`src/rtl/demux1_4_latch.sv`:
```
// demux1_4_latch: registered 1-to-4 demultiplexer loaded by a debounced push button.
// Each accepted press writes din into the destination register chosen by s.
// Every destination register has a dirty flag. A press that bounces or is too
// short is ignored. Holding the button down produces exactly one write.
module demux1_4_latch #(
    parameter int WIDTH           = 3,
    parameter int DEBOUNCE_CYCLES = 1_000_000
) (
    input  logic             clk,
    input  logic             rst,
    input  logic [WIDTH-1:0] din,
    input  logic [1:0]       s,
    input  logic             btn,
    input  logic             clr,
    output logic [WIDTH-1:0] ya,
    output logic [WIDTH-1:0] yb,
    output logic [WIDTH-1:0] yc,
    output logic [WIDTH-1:0] yd,
    output logic [3:0]       dirty,
    output logic             wr,
    output logic             busy
);

    // The counter only has to reach DEBOUNCE_CYCLES-1.
    localparam int              CNT_W   = $clog2(DEBOUNCE_CYCLES);
    localparam logic [CNT_W-1:0] CNT_MAX = CNT_W'(DEBOUNCE_CYCLES - 1);
    localparam logic [CNT_W-1:0] CNT_ONE = CNT_W'(1);

    typedef enum logic [1:0] {
        IDLE = 2'd0,  // button released and stable
        DOWN = 2'd1,  // button seen high, waiting for it to stay high
        HELD = 2'd2,  // press accepted and written, waiting for release
        UP   = 2'd3   // button seen low, waiting for it to stay low
    } state_t;

    state_t                   state_q;
    logic [CNT_W-1:0]         cnt_q;
    logic                     wr_q;
    logic                     busy_q;
    logic                     sync1_q;
    logic                     btn_s_q;
    logic [3:0][WIDTH-1:0]    y_q;
    logic [3:0][WIDTH-1:0]    y_d;
    logic [3:0]               dirty_q;
    logic [3:0]               dirty_d;
    logic                     commit;

    // Two-flop synchronizer. Only this block reads the asynchronous button.
    always_ff @(posedge clk) begin
        if (rst) begin
            sync1_q <= 1'b0;
            btn_s_q <= 1'b0;
        end else begin
            // NOTE: non-blocking assignments make every flop sample the old value of its
            // source, so this is a real two-stage shift and not a single wire.
            sync1_q <= btn;
            btn_s_q <= sync1_q;
        end
    end

    // A write commits on the edge where DOWN has seen enough stable high samples.
    assign commit = (state_q == DOWN) && btn_s_q && (cnt_q == CNT_MAX);

    // Debounce FSM. wr and busy are registered here together with the state.
    always_ff @(posedge clk) begin
        if (rst) begin
            state_q <= IDLE;
            cnt_q   <= '0;
            wr_q    <= 1'b0;
            busy_q  <= 1'b0;
        end else begin
            wr_q <= 1'b0;
            case (state_q)
                IDLE: begin
                    if (btn_s_q) begin
                        state_q <= DOWN;
                        cnt_q   <= CNT_ONE;
                        busy_q  <= 1'b1;
                    end
                end
                DOWN: begin
                    if (!btn_s_q) begin
                        state_q <= IDLE;
                        cnt_q   <= '0;
                        busy_q  <= 1'b0;
                    end else if (cnt_q == CNT_MAX) begin
                        state_q <= HELD;
                        cnt_q   <= '0;
                        wr_q    <= 1'b1;
                    end else begin
                        cnt_q <= cnt_q + CNT_ONE;
                    end
                end
                HELD: begin
                    if (!btn_s_q) begin
                        state_q <= UP;
                        cnt_q   <= CNT_ONE;
                    end
                end
                UP: begin
                    if (btn_s_q) begin
                        state_q <= HELD;
                        cnt_q   <= '0;
                    end else if (cnt_q == CNT_MAX) begin
                        state_q <= IDLE;
                        cnt_q   <= '0;
                        busy_q  <= 1'b0;
                    end else begin
                        cnt_q <= cnt_q + CNT_ONE;
                    end
                end
                default: begin
                    state_q <= IDLE;
                    cnt_q   <= '0;
                    busy_q  <= 1'b0;
                end
            endcase
        end
    end

    // Next value of the destination registers. clr wipes all of them first.
    // A commit on the same edge then writes its own register.
    always_comb begin
        // NOTE: default every output of a combinational block first. Any path that
        // leaves an output unassigned would infer a latch.
        y_d     = y_q;
        dirty_d = dirty_q;
        if (clr) begin
            y_d     = '0;
            dirty_d = '0;
        end
        if (commit) begin
            y_d[s]     = din;
            dirty_d[s] = 1'b1;
        end
    end

    // Destination registers and dirty flags. rst overrides clr and any write.
    always_ff @(posedge clk) begin
        if (rst) begin
            y_q     <= '0;
            dirty_q <= '0;
        end else begin
            y_q     <= y_d;
            dirty_q <= dirty_d;
        end
    end

    assign ya    = y_q[0];
    assign yb    = y_q[1];
    assign yc    = y_q[2];
    assign yd    = y_q[3];
    assign dirty = dirty_q;
    assign wr    = wr_q;
    assign busy  = busy_q;

endmodule

```
`config.mk`:
```
export PLATFORM = sky130hd
export DESIGN_NAME = demux1_4_latch
export DESIGN_NICKNAME = d
export VERILOG_FILES = /design/src/rtl/demux1_4_latch.sv
export SDC_FILE = /design/constraint.sdc
export NUM_CORES = 1
export LEC_CHECK = 0
export ABC_AREA = 1
export ABC_CLOCK_PERIOD_IN_PS = 5020
export BUFFER_PORTS_ARGS = -buffer_cell sky130_fd_sc_hd__buf_2
export CAP_MARGIN = 25
export CORE_MARGIN = 5
export CORE_UTILIZATION = 63
export DETAILED_ROUTE_END_ITERATION = 16
export PLACE_DENSITY = 0.85
export SLEW_MARGIN = 30
export SYNTH_ARGS = -nofsm -noshare
export SYNTH_HDL_FRONTEND = slang
export SYNTH_SLANG_ARGS = --single-unit
```
`constraint.sdc`:
```
create_clock -name clk -period 5.02 [get_ports clk]
set_input_delay 0.251 -clock clk [delete_from_list [all_inputs] [get_ports clk]]
set_output_delay 0.251 -clock clk [all_outputs]
set_load 0.05 [all_outputs]
```
Yosys cells after proc, flatten, opt, wreduce, memory -nomap -nowiden
Cells that the tools add are included.

storage, ports and cells
  input bits = 9
  register bits after elaboration = 42
  output and inout port bits = 18

cells by class
  add/sub/neg operators = 1
  reductions and logical operators = 9
  bitwise gates (word level) = 3
  order comparisons = 2
  eq/ne operators = 11
  multiplexer cells = 28

operators with widths
  cell                                                                           number
  20-bit 2-to-1 mux                                                              5
  20-bit case mux with 4 select lines                                            1
  12-bit 2-to-1 mux                                                              2
  20-bit by 1-bit adder with 20-bit output (second input constant)               1
  20-bit equality test (second input constant)                                   1
  12-bit bitwise mux                                                             1
  2-bit 2-to-1 mux                                                               6
  2-bit inequality test (second input constant)                                  5
  4-bit 2-to-1 mux                                                               2
  2-bit case mux with 4 select lines                                             1
  3-bit demux with 2-bit select                                                  1
  1-bit 2-to-1 mux                                                               6
  5-bit AND reduction                                                            1
  2-bit equality test (second input constant)                                    2
  4-bit bitwise OR                                                               1
  4-bit AND reduction                                                            1
  1-bit logical AND                                                              3
  2-bit by 3-bit less-than comparator with 1-bit output (second input constant)  1
  3-bit 2-to-1 mux                                                               1
  3-bit by 2-bit inequality test with 1-bit output (second input constant)       1
  3-bit inequality test (second input constant)                                  1
  1-bit case mux with 3 select lines                                             1
  3-bit nonzero test                                                             1
  3-bit OR reduction                                                             1
  6 further kinds                                                                7

Depth between registers and ports, before layout
  word-level depth = 6
  depth in mapped cells = 11

Worst setup path after synthesis
No wires, ideal clock.

  path kind = register to register
  start = register cnt_q[0]
  end = register y_q, in the netlist yc[0]
  clock period less this slack = 1.670 ns
  setup slack = 3.350 ns
  cell stages (with the launch flop) = 12
  path buffers = 1
  arrival = 1.538 ns
  cells stage by stage = dfxtp_1 > ha_1 > nand2_2 > nor2_4 > nand2_2 > clkinv_2 > nand3_4 > nor2_2 > nand2_2 > buf_6 > nand2_1 > a21oi_1

between the ends
  cells in the longest elaborated chain, start to end = 3

ends and longest elaborated chain
  element                   line  RTL
  start: declaration        37    logic [CNT_W-1:0] cnt_q;
  start signal: assignment  91    cnt_q <= cnt_q + CNT_ONE;
  start signal: assignment  109   cnt_q <= cnt_q + CNT_ONE;
  20-bit equality test      62    assign commit = (state_q == DOWN) && btn_s_q && (cnt_q == CNT_MAX);
  1-bit logical AND         62
  12-bit 2-to-1 mux         132   if (commit) begin
  end signal: assignment    144   y_q <= y_d;
  end: declaration          42    logic [3:0][WIDTH-1:0] y_q;

Every way passes these cells.
A chain may end at the register's enable or synchronous reset.

Worst setup path in the final report
Ends and elaborated chain as after synthesis.

==> results.md <==
* Iteration-0 DRC Markers at 247
* CTS buffer count at 5
* Overflow after GRT at 0
* Fin crit period at 2.03 ns
* Core Util, Final at 71.7%
* Combinational power share at 4.7%
* Die height at 72.2 um
* Synth area leaders: dfxtp_1 (35%), nand2_1 (20%), nor2_1 (9.1%)
* Sequential share of the synthesized area at 34.5%
* Mux contribution to synthesized area at 0%
* Leak pwr at 0.00111 uW
* Vias at 2498
* Worst Tran Pin Value at 0.646 ns
* P_int at 490 uW
* Drt total wl at 5.85 mm
* Worst setup SP type: flop
* Mapped Nets at 413
* Cells after DPL at 464
* Crit path max fanout at 16
* Top-area cell type share of the netlist area at 34.5%
* GRT Resource Usage Total at 23.1%
* Worst Path Required at 5.23 ns
* Hold path depth at 3
* Total clock sinks at 42
* GP Congestion at 0.923
* CTS root buf: clkbuf_8
* Largest family of logic cells by synthesized area: simple AND/OR/NAND/NOR gates
* Max Root-Sink Buffers at 2
* Hold Path Class: input port to flop
* XOR/XNOR Fraction of Synth Area at 1.44%
* H-Tree Depth at 2
* Layout cell share with drive strength beyond 1 at 11.3%
* Clock skew at 0.00628 ns
* Port bufs at 26
* Setup violations, final at 0
* Worst R2R Path Depth at 9
* Synth Area in Simple Gates at 39.7%
* CTS clock-pin slew for the worst setup and hold paths at 0.08 ns
* Post-synthesis cell count at 403
* # diodes at 0
* Max cap viols at 0
* Post-synth EDFFs at 0
* Worst EP arrival at 2.24 ns
* Fraction of registers with async set/reset at 0%
* Setup crit end kind: flop
* Status: completed
* Clock share of power at 42.1%
* Initial antenna violation count at 0
* Non-Filler Instances at 472
* Dominant synthesized flop cell: dfxtp_1
* # IOs at 27
* First-pass GRT wire length at 9.65 mm
* Area Growth Syn to Fin at 9.46%
* DPL Wire Length at 4.17 mm
* Hold buffers post-CTS at 0
* Peak VDD IR at 211 uV
* NetSw at 143 uW
* Via density at 5.29
* Layout fillers at 326
* Vias in the first global route at 2102
* Hold Vio Cnt, Final at 0
* Post-Synth Adder-Cell Area at 0.514%
* FF+latch count, synth at 42
* Synth area leader: dfxtp_1
* Crit path kind: flop to flop
* Unrepaired setup endpoints after global routing: no
* Syn avg cell area at 6.04 sq um
* Wire per inst at 12.4 um
* Routed Antenna Nets at 0
* Pin count of the biggest net entering global routing at 35
* Sequential power share at 53.2%
* Total core area at 0.00372 sq mm
* Cts repair resizes at 0
* Max frequency at 493 MHz
* Residual DRC count at 0
* Max_slew headroom at 56.9%
* Syn Std Cell Area at 0.00243 sq mm
* Final period util at 40.4%
* Starting Density at 65.5%
* Post-CTS setup buffer count at 0
* Power Density at 237 mW/mm^2
* Row count at 22
* Syn. warnings at 0
* Sw Ratio at 22.6%
* DR pass1 iterations at 5
* Synth Area in Compound Gates at 12.4%
* Die area at 0.00521 sq mm
* Die Width at 72.2 um
* Layout net count at 433
* CTS tree: yes
* Final Max Slew Viols at 0
* Worst skew pair latency at 0.30 ns
* Library cells used by synthesis at 29
* Final TNS setup at 0 ns
-- final timing paths --
kind	from	to	slack, ns
hold reg to reg	sync1_q	btn_s_q	0.41
setup / recovery	cnt_q[0]	yc[0]	2.99
setup reg to reg	cnt_q[0]	yc[0]	2.99
hold / removal	btn	sync1_q	0.15
-- layout make-up --
class | instances | area, sq um | share of cell area (%)
clock buffer | 6 | 72.6 | 2.72
sequential | 42 | 841 | 31.5
multi-input combinational | 293 | 1320 | 49.4
clock inverter | 2 | 37.5 | 1.41
tap | 48 | 60.1 | 2.25
inverter | 55 | 208 | 7.79
timing repair buffer | 26 | 130 | 4.88
-- through the flow --
step                hold slack [ns]  instance area [sq um]  worst slack (ns)  power [uW]
floorplan                     0.358                   2430              3.35         365
global placement              0.394                   2550              3.14         374
detailed placement            0.406                   2550              3.06         374
CTS                           0.145                   2670              3.02         636
global route                  0.139                   2670              2.79         658
finish                        0.150                   2670              2.99         633
-- critical path, cell delays in order (launching register included) --
cell and delay, ns:
dfxtp_1 0.41, ha_1 0.22, nand2_2 0.09, nor2_4 0.18
nand2_2 0.08, clkinv_2 0.07, nand3_4 0.09, nor3_4 0.50
nand2_1 0.10, a21oi_1 0.19
-- synth_stat cells (3+ instances only) --
| library cell | instances |
|---|---|
| clkbuf_1 | 6 |
| inv_2 | 3 |
| nand4_1 | 9 |
| a21oi_1 | 32 |
| buf_2 | 5 |
| xor2_1 | 3 |
| nand2_1 | 131 |
| o21ai_0 | 18 |
| inv_1 | 51 |
| dfxtp_1 | 42 |
| nand2_2 | 5 |
| nand3_1 | 17 |
| nor2_1 | 59 |
-- metal layers --
layer	vias to the layer above	track usage [%]	part of all wire (%)
met4	0	7.52	1.2
met5	-	0	0
li1	1294	-	-
met2	77	34.7	46
met3	9	4.43	6.2
met1	1118	33.1	47
-- cell families after synthesis --
kind of cell	Yosys count
AO/OA/AOI/OAI	58
adder cells (fa/ha/maj)	1
AND/OR/NAND/NOR	230
buffers and inverters	68
XOR/XNOR	4
flip-flops	42
-- power by group through the flow --
stage,Combinational (uW),Sequential [uW],Clock [uW]
detailed placement,29.5,344,0
CTS,29.6,336,270
floorplan,19.9,345,0
global placement,29.3,344,0
finish,30.0,337,266
global route,33.4,337,288
-- registers in the layout, indices dropped and copies added (netlist names), named ones only --
signal   count
yc           3
sync1_q      1
wr           1
ya           3
yd           3
dirty        4
cnt_q       20
state_q      1
busy         1
btn_s_q      1
yb           3
-- cells in the final DEF (no fill, tap or decap), drive strengths merged, types with 6 or more instances in the layout --
master  netlist  layout
o21ai        20      20
dfxtp        42      42
nand4         9       9
inv          54      54
nor2         62      62
a21oi        32      32
nand3        18      18
buf           7      26
nand2       136     136
clkbuf        6       6
(Power assumes the default switching activity.)
